===== src/rtl/pc_sequencer.sv =====
`default_nettype none
// +----------------------------------------------------------------------------+
// | pc_sequencer: fetch/advance/redirect/halt sequencer driving a PC select.   |
// | Revision: 1.0                                                              |
// +----------------------------------------------------------------------------+
module pc_sequencer #(
  parameter logic [29:0] TRAP_VECTOR = 30'h0000_0100,
  parameter int          CNT_W       = 16
) (
  input  logic             clock,
  input  logic             reset,
  output logic             imem_req,
  input  logic             imem_ack,
  input  logic             br_valid,
  output logic             br_ready,
  input  logic             br_abs,
  input  logic [29:0]      br_target,
  input  logic             trap_req,
  input  logic             halt_req,
  output logic [1:0]       PS,
  output logic [29:0]      pc_in,
  output logic [CNT_W-1:0] fetch_count,
  output logic             halted
);

  localparam logic [2:0] S_IDLE     = 3'd0;
  localparam logic [2:0] S_FETCH    = 3'd1;
  localparam logic [2:0] S_ADVANCE  = 3'd2;
  localparam logic [2:0] S_REDIRECT = 3'd3;
  localparam logic [2:0] S_HALT     = 3'd4;

  logic [2:0]       r_state;
  logic [2:0]       w_state_nxt;
  logic             r_boot;
  logic             r_buf_full;
  logic             r_buf_abs;
  logic [29:0]      r_buf_tgt;
  logic [CNT_W-1:0] r_fetch_count;
  logic             w_br_take;
  logic             w_full_after_cap;

  assign w_br_take        = br_valid & ~r_buf_full;
  assign w_full_after_cap = r_buf_full | trap_req | br_valid;

  always_ff @(posedge clock or negedge reset) begin
    if (!reset) begin
      r_state <= S_IDLE;
    end else begin
      r_state <= w_state_nxt;
    end
  end

  // IDLE spans one full cycle after reset release, so the first request rises on the second edge.
  always_ff @(posedge clock or negedge reset) begin
    if (!reset) begin
      r_boot <= 1'b0;
    end else begin
      r_boot <= 1'b1;
    end
  end

  always_comb begin
    w_state_nxt = r_state;
    case (r_state)
      S_IDLE:     if (r_boot) w_state_nxt = S_FETCH;
      S_FETCH:    if (imem_ack) w_state_nxt = w_full_after_cap ? S_REDIRECT : S_ADVANCE;
      S_ADVANCE:  w_state_nxt = halt_req ? S_HALT : S_FETCH;
      S_REDIRECT: w_state_nxt = halt_req ? S_HALT : S_FETCH;
      S_HALT:     if (!halt_req) w_state_nxt = r_buf_full ? S_REDIRECT : S_FETCH;
      default:    w_state_nxt = S_IDLE;
    endcase
  end

  // Trap overrides everything, including the clear performed while the entry is being applied.
  always_ff @(posedge clock or negedge reset) begin
    if (!reset) begin
      r_buf_full <= 1'b0;
      r_buf_abs  <= 1'b0;
      r_buf_tgt  <= '0;
    end else if (trap_req) begin
      r_buf_full <= 1'b1;
      r_buf_abs  <= 1'b1;
      r_buf_tgt  <= TRAP_VECTOR;
    end else if (r_state == S_REDIRECT) begin
      r_buf_full <= 1'b0;
    end else if (w_br_take) begin
      r_buf_full <= 1'b1;
      r_buf_abs  <= br_abs;
      r_buf_tgt  <= br_target;
    end
  end

  always_ff @(posedge clock or negedge reset) begin
    if (!reset) begin
      r_fetch_count <= '0;
    end else if ((r_state == S_FETCH) && imem_ack) begin
      r_fetch_count <= r_fetch_count + CNT_W'(1);
    end
  end

  always_comb begin
    PS       = 2'b00;
    pc_in    = '0;
    imem_req = 1'b0;
    halted   = 1'b0;
    case (r_state)
      S_FETCH:    imem_req = 1'b1;
      S_ADVANCE:  PS = 2'b01;
      S_REDIRECT: begin
        PS    = r_buf_abs ? 2'b11 : 2'b10;
        pc_in = r_buf_tgt;
      end
      S_HALT:     halted = 1'b1;
      default:    ;
    endcase
  end

  assign br_ready    = ~r_buf_full;
  assign fetch_count = r_fetch_count;

endmodule
`default_nettype wire


===== config.mk =====
export PLATFORM = sky130hd
export DESIGN_NAME = pc_sequencer
export DESIGN_NICKNAME = d
export VERILOG_FILES = /design/src/rtl/pc_sequencer.sv
export SDC_FILE = /design/constraint.sdc
export NUM_CORES = 1
export LEC_CHECK = 0
export ABC_AREA = 0
export CAP_MARGIN = 20
export CORE_MARGIN = 3
export CORE_UTILIZATION = 25
export CTS_CLUSTER_DIAMETER = 40
export CTS_CLUSTER_SIZE = 28
export DETAILED_ROUTE_END_ITERATION = 10
export PLACE_DENSITY = 0.59
export RECOVER_POWER = 50
export SYNTH_ARGS = -nofsm -noshare
export SYNTH_HDL_FRONTEND = slang
export SYNTH_SLANG_ARGS = --single-unit

===== constraint.sdc =====
create_clock -name clock -period 1.9 [get_ports clock]
set_clock_uncertainty 0.15 [all_clocks]
set_input_delay 0.57 -clock clock [delete_from_list [all_inputs] [get_ports clock]]
set_output_delay 0.57 -clock clock [all_outputs]
set_load 0.005 [all_outputs]

==> results.yml, run 1 <==
setup_path:
  required_ns: 1.18
  criticalPathCategory: "flop to primary output"
  cpPeakStageDelay_ns: 0.38
  r2r_cells: 6
  critPathBufInv: 3
  timing.rr.end: "r_buf_tgt[19]"
  crit_fanout: 5
  crit_top_cell: "buf_6"
  r2r_setup_slack_ns: -0.15
  start_kind: "flop"
  rr_startpoint: "r_state[1]"
  worst_path_dominant_cell_family: "simple AND/OR/NAND/NOR gates"
  crit_slowest_cell: "dfrtp_1"
  crit_arrival_ns: 1.45
  path_cells: "and3b_2, buf_6, buf_8, and2_4, buf_6"
  endpoint_kind: "primary output"
yosys:
  ys_warn_count: 0
  async_flop_share_pct: 100.0
  synthesis.area_sq_um: 2277
  syn_nets: 232
  synth_edf_count: 0
  ys.flop_type: "dfrtp_1"
  synth_area_per_cell_sq_um: 11.74
  yosysTopAreaCellShare_pct: 57.14
  synth_seq_cells: 52
  synth_area_leaders: "dfrtp_1 (57%), a22o_1 (11%), and2_1 (8.5%), xnor2_1 (5.0%), nand2_1 (2.1%)"
  syn_inst: 194
  ys_seq_area_share_pct: 57.14
  yosys.cell_count.top_type: "dfrtp_1"
  synth.largest_area_cell: "dfrtp_1"
  synth_commonest_cells: "dfrtp_1 (52), and2_1 (31), a22o_1 (29), nand2_1 (13), xnor2_1 (13)"
  synth_cell_types: 32
place:
  gp_congestion: 0.6978
  port_buffers: 87
  place_ws_ns: -0.4648
  place_hpwl_um: 3851
pwr:
  peakVddDrop_uv: 419.0
  p_sw_share_pct: 30.46
  power_density_nw_per_um2: 823.2
  switching_power_w: 0.0009581
  p_seq_share_pct: 41.0
  p_leak_nw: 1.981
  comb_power_share_pct: 38.4
  p_int_w: 0.002188
  p_clk_share_pct: 20.5
floorplanning:
  rows: 34
  die_w_um: 101.4
  core-area_sq_um: 8806
  start_util_pct: 25.86
  die-area_sq_um: 10290
  io_pins: 88
  fp.dieH_um: 101.4
detailed_routing:
  drt-pass1-iter-count: 4
  drcViolationCount: 0
  vias_per_cell: 4.487
  wl_per_cell_um: 14.90
  wirelength_um: 6391
  vias: 1925
  drtAntennaViolNets: 0
  drt_iter0_drc: 63
final_layout:
  drive_gt1_share_pct: 38.32
  nets: 358
  diodes: 0
  syn_to_final_growth_pct: 67.80
  postLayoutCoreUtil_pct: 43.39
outcome:
  status: "complete, but fails checks"
  violations: "setup timing"
flow_run:
  cap_violations: 0
sta:
  drv_slew: 0
  tightest_slew_ns: 1.311
  hold_viol: 0
  finalCritPeriodShare_pct: 114.1
  max_freq_mhz: 461.3
  finalSetupViolCount: 65
  min_period_ns: 2.168
  fin_ws_ns: -0.2676
  relSlewSlack_pct: 12.57
  rsz0062_at_grt: "yes"
  tns_ns: -10.61
worst_hold_path:
  holdCritPathClass: "flop to flop"
  worstHoldStart: "r_buf_tgt[17]"
  worst_hold_path.endpoint: "r_buf_tgt[17]"
  hold_depth: 1
clock_tree:
  clkSinkCount: 52
  cts_made_buffers: 5
  clk-insertion-delay-late_ns: 0.30
  path_clk_slew_ns: 0.09
  cts-root-buf: "clkbuf_8"
  htree_levels: 2
  cts.hold.buffers_added: 0
  clockBufferDepth: 2
  cts_tree: "done"
global_routing:
  grt_pass1_vias: 1976
  grt_first_pass_wirelength_um: 10120
  antenna_found_initial: 0
  globalRouteOverflowTotal: 0
  track_usage_pct: 12.68
  grt_max_degree: 53
-- what timing repair did --
action / 4_1_cts / 5_1_grt
pin swaps: 39 / 10
setup buffers: 23 / 1
gates resized for setup: 223 / 19
setup endpoints to repair: 81 / 77
gates cloned: 6 / 0
-- through the flow --
stage | std cells | total power [W] | instance area (sq um) | hold WS, ns
2_1_floorplan | 194 | 0.001697 | 2277 | 0.1244
3_3_place_gp | 395 | 0.002176 | 3343 | 0.3218
3_5_place_dp | 395 | 0.002185 | 3343 | 0.3152
4_1_cts | 430 | 0.003226 | 3801 | 0.1063
5_1_grt | 429 | 0.003356 | 3821 | 0.3744
6_report | 429 | 0.003146 | 3821 | 0.3527
-- cells in the final DEF, fill, tap and decap left out, drive strengths merged, types with 6 or more instances in the layout --
cell / count
buf: 71
dfrtp: 52
clkdlybuf4s50: 34
and2: 31
a22o: 29
nand2: 13
xnor2: 13
dlygate4sd2: 12
clkbuf: 7
dlymetal6s2s: 6
inv: 6
-- worst register-to-register path, cell delays in order, from the launching register on --
cell	delay, ns
dfrtp_1	0.38
and3b_2	0.26
buf_6	0.16
buf_6	0.11
or3b_4	0.42
nor2b_4	0.19
a22o_1	0.27
-- registers in the layout, summed over array words and instances, names as in the netlist --
signal       count
r_boot           1
r_buf_abs        1
r_buf_tgt       30
r_state          3
r_buf_full       1
fetch_count     16
-- worst max path at each step --
stage              endpoint       start  slack (ns)  depth (start not counted)
2_1_floorplan     pc_in[21]  r_state[2]        0.09                          3
3_3_place_gp   r_buf_tgt[8]    br_valid       -0.40                          4
3_5_place_dp   r_buf_tgt[8]    br_valid       -0.46                          4
4_1_cts           pc_in[20]  r_state[2]       -0.29                          5
5_1_grt           pc_in[22]  r_state[2]       -0.35                          5
6_report          pc_in[20]  r_state[2]       -0.27                          5
-- layer usage --
metal / routed length [um] / vias up / track usage, %
met5: 0 / - / 0
met4: 0 / 0 / 2.761
met3: 322 / 0 / 3.237
met2: 3032 / 55 / 20.12
met1: 3036 / 937 / 17.50
li1: - / 933 / -
-- area by class of cell --
| type | instances | area (sq um) |
|---|---|---|
| Clock buffer | 6 | 82.58 |
| Clock inverter | 2 | 10.01 |
| Fill cell | 863 | 4985 |
| Inverter | 6 | 25.02 |
| Multi-Input combinational cell | 130 | 1046 |
| Sequential cell | 52 | 1303 |
| Tap cell | 108 | 135.1 |
| Timing Repair Buffer | 125 | 1220 |
-- power groups by stage --
| stage | sequential, W | combinational, W | clock (W) |
|---|---|---|---|
| after floorplan | 0.00136 | 0.000339 | 0 |
| after global placement | 0.00135 | 0.000827 | 0 |
| after detailed placement | 0.00135 | 0.000835 | 0 |
| after CTS | 0.00129 | 0.00125 | 0.000683 |
| after global routing | 0.00131 | 0.00132 | 0.000724 |
| final | 0.00129 | 0.00121 | 0.000646 |
-- kinds of logic (layout without fill, tap and decap cells) --
family | after synthesis | count (layout) | share of synthesized area (%)
flip-flops | 52 | 52 | 57.14
XOR/XNOR | 15 | 15 | 5.769
buffers and inverters | 15 | 139 | 3.626
adder cells (fa/ha/maj) | 1 | 1 | 0.5494
AO/OA/AOI/OAI | 37 | 37 | 13.52
AND/OR/NAND/NOR | 73 | 76 | 19.23
other | 1 | 1 | 0.1647
No activity file was read; power rests on OpenSTA's default activity.
==> inputs of run 2 (changes only) <==
ABC_AREA = 1   (was 0)
CTS_CLUSTER_SIZE = 16   (was 28)
PLACE_DENSITY = 0.58   (was 0.59)
SKIP_LAST_GASP = 1   (was not set)
==> run 2 against run 1 <==
The run still ends with setup timing left; area after synthesis rose by 8.3%; hold slack better by 0.021 ns; worst setup slack gained 0.038 ns; die area grew 7.8%; clock-buffer cell count up 2; maximum frequency is 1.8% higher; sequential power is essentially flat.
==> results.yml, run 2 <==
pwr:
  p_leak_nw: 1.956
  peakVddDrop_uv: 317.7
  total_power_w: 0.003405
  power_density_nw_per_um2: 844.9
global_routing:
  grt_max_degree: 53
  grt_first_pass_wirelength_um: 10990
  globalRouteOverflowTotal: 0
  track_usage_pct: 12.21
  grt_pass1_vias: 2384
  antenna_found_initial: 0
clock_tree:
  clkSinkCount: 52
  clk-insertion-delay-late_ns: 0.30
  cts_tree: "done"
  clockBufferDepth: 2
  cts-root-buf: "clkbuf_8"
  path_clk_slew_ns: 0.09
  cts_made_buffers: 5
  htree_levels: 2
yosys:
  synth_seq_cells: 52
  synth_area_leaders: "dfrtp_1 (53%), nand2_1 (11%), nor2_1 (7.3%), inv_1 (7.2%), o21ai_0 (5.7%)"
  yosysTopAreaCellShare_pct: 52.77
  synth_edf_count: 0
  synth.largest_area_cell: "dfrtp_1"
  synthesis.area_sq_um: 2466
  synth_commonest_cells: "nand2_1 (74), dfrtp_1 (52), nor2_1 (48), inv_1 (47), o21ai_0 (28)"
  ys_seq_area_share_pct: 52.77
  ys.flop_type: "dfrtp_1"
  yosys.cell_count.top_type: "nand2_1"
  syn_nets: 345
  synth_cell_types: 27
  async_flop_share_pct: 100.0
  ys_warn_count: 0
  synth_area_per_cell_sq_um: 8.033
  syn_inst: 307
sta:
  max_freq_mhz: 469.5
  drv_slew: 0
  hold_viol: 0
  finalSetupViolCount: 34
  tightest_slew_ns: 1.299
  finalCritPeriodShare_pct: 112.1
  relSlewSlack_pct: 13.43
  fin_ws_ns: -0.2300
  min_period_ns: 2.130
  rsz0062_at_grt: "yes"
floorplanning:
  die_w_um: 105.3
  io_pins: 88
  fp.dieH_um: 105.3
  core-area_sq_um: 9415
  start_util_pct: 26.19
  die-area_sq_um: 11090
  rows: 35
setup_path:
  critPathCapture: "pc_in[1]"
  r2r_cells: 9
  crit_arrival_ns: 1.41
  endpoint_kind: "primary output"
  cpPeakStageDelay_ns: 0.42
  required_ns: 1.18
  criticalPathCategory: "flop to primary output"
  worst_path_dominant_cell_family: "flip-flops"
  critPathBufInv: 2
  path_cells: "nor2_4, nand2_8, clkbuf_16, nor2_1, buf_2"
  cp.depth: 5
  start_kind: "flop"
  timing.rr.end: "fetch_count[0]"
  crit_slowest_cell: "dfrtp_1"
  crit_fanout: 7
  rr_startpoint: "r_state[2]"
  r2r_setup_slack_ns: 0.12
  crit_path_start: "r_state[2]"
final_layout:
  postLayoutCoreUtil_pct: 42.80
  syn_to_final_growth_pct: 63.42
  nFillCells: 949
  diodes: 0
  mostFrequentLayoutCell: "nand2_1"
  nets: 481
  drive_gt1_share_pct: 30.18
  final_cell_mix: "nand2_1 (74), dfrtp_1 (52), inv_1 (44)"
  largest_reg_flops: 30
  regMostFlops: "r_buf_tgt"
detailed_routing:
  vias: 2369
  drt-pass1-iter-count: 4
  wl_per_cell_um: 11.73
  drcViolationCount: 0
  wirelength_um: 6720
  vias_per_cell: 4.134
  drtAntennaViolNets: 0
  drt_iter0_drc: 49
place:
  place_hpwl_um: 4627
  gp_congestion: 0.8168
  port_buffers: 87
outcome:
  violations: "setup timing"
  status: "complete, but fails checks"
flow_run:
  cap_violations: 0
worst_hold_path:
  holdCritPathClass: "flop to flop"
## run 2: cell count changes after synthesis, moves of 3 or more
cell	previous run	this run
nand2_1	13	74
nor2_1	4	48
inv_1	6	47
and2_1	31	0
a22o_1	29	0
o21ai_0	1	28
xnor2_1	13	4
o21ai_1	0	7
and4_1	3	0
clkbuf_1	3	6
nor2_4	0	3
## run 2: worst min-delay path by stage
| stage | endpoint | cells after the start | start |
|---|---|---|---|
| 4_1_cts | fetch_count[2] | 2 | reset |
| 3_5_place_dp | r_buf_abs | 2 | r_buf_abs |
| 3_3_place_gp | r_buf_abs | 2 | r_buf_abs |
| 6_report | r_buf_abs | 2 | r_buf_abs |
| 5_1_grt | r_buf_tgt[13] | 2 | r_buf_tgt[13] |
| 2_1_floorplan | fetch_count[0] | 0 | reset |
## run 2: repair_timing
| action | CTS | global route |
|---|---|---|
| pin swaps | 1 | 5 |
| gates cloned | 1 | 3 |
| buffers inserted | 19 | 7 |
| gates resized for setup | 87 | 109 |
| hold buffers | 0 | 0 |
| endpoints found under the setup margin | 51 | 51 |
## run 2: layout make-up
class                      count  area, sq um  area share (%)
sequential                    52         1301           32.29
timing repair buffer         138         1200           29.77
multi-input combinational    197         1091           27.07
inverter                      49        186.4           4.626
tap                          129        161.4           4.005
clock buffer                   8        90.09           2.235
## run 2: metrics by stage
step           worst slack [ns]  hold WS, ns  setup TNS, ns  instance area, sq um  instances
5_1_grt                 -0.3208       0.4250         -9.491                  4030        573
3_3_place_gp            -0.2369       0.3543         -9.848                  3651        535
2_1_floorplan            0.2421       0.1244              0                  2466        307
6_report                -0.2300       0.3740         -6.427                  4030        573
4_1_cts                 -0.3141       0.1073         -9.523                  3921        563
3_5_place_dp            -0.2702       0.3567         -10.38                  3651        535
## run 2: cell families after synthesis
group	synth area share (%)
buf+inv	9.487
flops	52.77
xor+xnor	2.841
compound gates	8.118
fa+ha+maj	0.5073
simple gates	26.13
other cells	0.1521
## run 2: routing by layer
metal  wire (um)  part of all wire [%]  vias up  GRT usage (%)
met2        3296                    49       64          20.17
met3         492                   7.3        5          3.735
met4          44                  0.65        0          2.530
met1        2885                    43     1096          15.78
met5           0                     0        -              0
li1            -                     -     1204              -
## run 2: where the power goes
group	internal, W	total, W	switching, W
Combinational	0.000766	0.00145	0.000684
Sequential	0.00123	0.00130	0.0000750
Clock	0.000298	0.000654	0.000356
## run 2: worst min-delay path, delay by kind of cell, from the launching register on
kind	cells	cell delay (ns)
DFF	1	0.36
and+or+nand+nor	2	0.13
==> inputs of run 3 (changes only) <==
GPL_TIMING_DRIVEN = 0   (was not set)
==> run 3 against run 2 <==
The flow still finishes with violations (setup timing); sequential power hardly changed; utilization is 1.2 points higher; cell area is 2.8% higher; clock power is 57% higher; critical endpoint is now pc_in[23]; largest cell class unchanged.
==> results.yml, run 3 (synthesized netlist as in run 2, its figures left out) <==
outcome:
  status: "complete, but fails checks"
  violations: "setup timing"
final_layout:
  postLayoutCoreUtil_pct: 44.01
  mostFrequentLayoutCell: "nand2_1"
  largest_reg_flops: 30
  drive_gt1_share_pct: 31.46
  final_cell_mix: "nand2_1 (75), dfrtp_1 (52), inv_1 (43)"
  syn_to_final_growth_pct: 68.04
  nets: 482
  post-route-cell-area_sq_um: 4144
  finalNonFillerCells: 574
  diodes: 0
  regMostFlops: "r_buf_tgt"
sta:
  max_freq_mhz: 456.3
  finalSetupViolCount: 34
  drv_slew: 0
  rsz0062_at_grt: "yes"
  fin_ws_ns: -0.2916
  finalCritPeriodShare_pct: 115.3
  hold_viol: 0
  tightest_slew_ns: 1.091
  min_period_ns: 2.192
  relSlewSlack_pct: 27.30
clock_tree:
  clk-insertion-delay-late_ns: 0.30
  cts_tree: "done"
  cts.hold.buffers_added: 0
  cts-root-buf: "clkbuf_8"
  clkSinkCount: 52
  cts_made_buffers: 5
  path_clk_slew_ns: 0.10
  htree_levels: 2
  clockBufferDepth: 2
pwr:
  power_density_nw_per_um2: 928.6
  peakVddDrop_uv: 372.9
  p_leak_nw: 2.012
  total_power_w: 0.003848
floorplanning:
  rows: 35
  io_pins: 88
  die-area_sq_um: 11090
  die_w_um: 105.3
  core-area_sq_um: 9415
  start_util_pct: 26.19
  fp.dieH_um: 105.3
detailed_routing:
  drtAntennaViolNets: 0
  vias_per_cell: 4.134
  drcViolationCount: 0
  drt_iter0_drc: 52
  drt-pass1-iter-count: 6
  wirelength_um: 7050
  wl_per_cell_um: 12.28
  vias: 2373
global_routing:
  globalRouteOverflowTotal: 0
  antenna_found_initial: 0
  use_met2_pct: 21.31
  track_usage_pct: 12.48
  grt_pass1_vias: 2395
  met1_usage_pct: 15.51
  grt_first_pass_wirelength_um: 11240
  grt_max_degree: 34
  met3_usage_pct: 3.919
  gr-max-usage-layer: "met2"
setup_path:
  path_cells: "nor2_4, nand2_4, buf_6, clkbuf_16, nor2_4, buf_2"
  crit_slowest_cell: "dfrtp_1"
  worst_path_dominant_cell_family: "flip-flops"
  criticalPathCategory: "flop to primary output"
  crit_arrival_ns: 1.47
  crit_top_cell: "nor2_4"
  critPathBufInv: 3
  endpoint_kind: "primary output"
  start_kind: "flop"
  cpPeakStageDelay_ns: 0.43
  r2r_setup_slack_ns: 0.05
  crit_fanout: 5
  required_ns: 1.18
worst_hold_path:
  holdCritPathClass: "primary input to asynchronous set/reset pin"
place:
  gp_congestion: 0.7762
  dp_cells: 524
  place_hpwl_um: 4745
  port_buffers: 87
  dpl-instance-area_sq_um: 3513
flow_run:
  cap_violations: 0
-- run 3: repair_timing --
item | CTS | global route
cloned | 1 | 2
gates resized for setup | 192 | 48
endpoints found under the setup margin | 51 | 76
setup buffers | 31 | 8
pin swaps | 4 | 4
-- run 3: path summary, 6_finish.rpt --
check                               from            end  cells past startpoint
setup / recovery              r_state[2]      pc_in[23]                      6
hold / removal                     reset   r_buf_tgt[8]                      1
setup reg to reg              r_state[2]     r_state[2]                     10
hold reg to reg            r_buf_tgt[18]  r_buf_tgt[18]                      2
max in group asynchronous          reset  r_buf_tgt[23]                      2
min in group clock         r_buf_tgt[18]  r_buf_tgt[18]                      2
-- run 3: per-stage QoR --
step / hold WS (ns) / TNS, ns / setup slack (ns)
2_1_floorplan: 0.1244 / 0 / 0.2421
3_3_place_gp: 0.3529 / -98.58 / -1.508
3_5_place_dp: 0.3545 / -21.76 / -0.5178
4_1_cts: 0.07694 / -8.757 / -0.2894
5_1_grt: 0.3761 / -14.92 / -0.3621
6_report: 0.2909 / -8.308 / -0.2916
-- run 3: worst register-to-register path, delay by kind of cell (launching register included) --
kind / cells / cell delay, ns
AO/OA/AOI/OAI: 1 / 0.15
buffers and inverters: 8 / 0.97
flip-flops: 1 / 0.43
AND/OR/NAND/NOR: 1 / 0.06
-- run 3: power by group --
part           internal, W  switching [W]
clock             0.000659       0.000373
sequential         0.00123      0.0000772
combinational     0.000787       0.000726
total              0.00267        0.00118
-- run 3: cell type report --
| type | instances | area (sq um) |
|---|---|---|
| multi-input combinational | 197 | 1122 |
| clock inverter | 3 | 90.09 |
| buffer | 9 | 117.6 |
| tap | 129 | 161.4 |
| timing repair buffer | 130 | 1099 |
| clock buffer | 5 | 68.82 |
| fill | 959 | 5271 |
| inverter | 49 | 183.9 |
| sequential | 52 | 1301 |
-- run 3: per-layer routing --
layer	routed length, um	up-vias
li1	-	1205
met1	3046	1099
met2	3485	64
met3	477	5
met4	41	0
met5	0	-
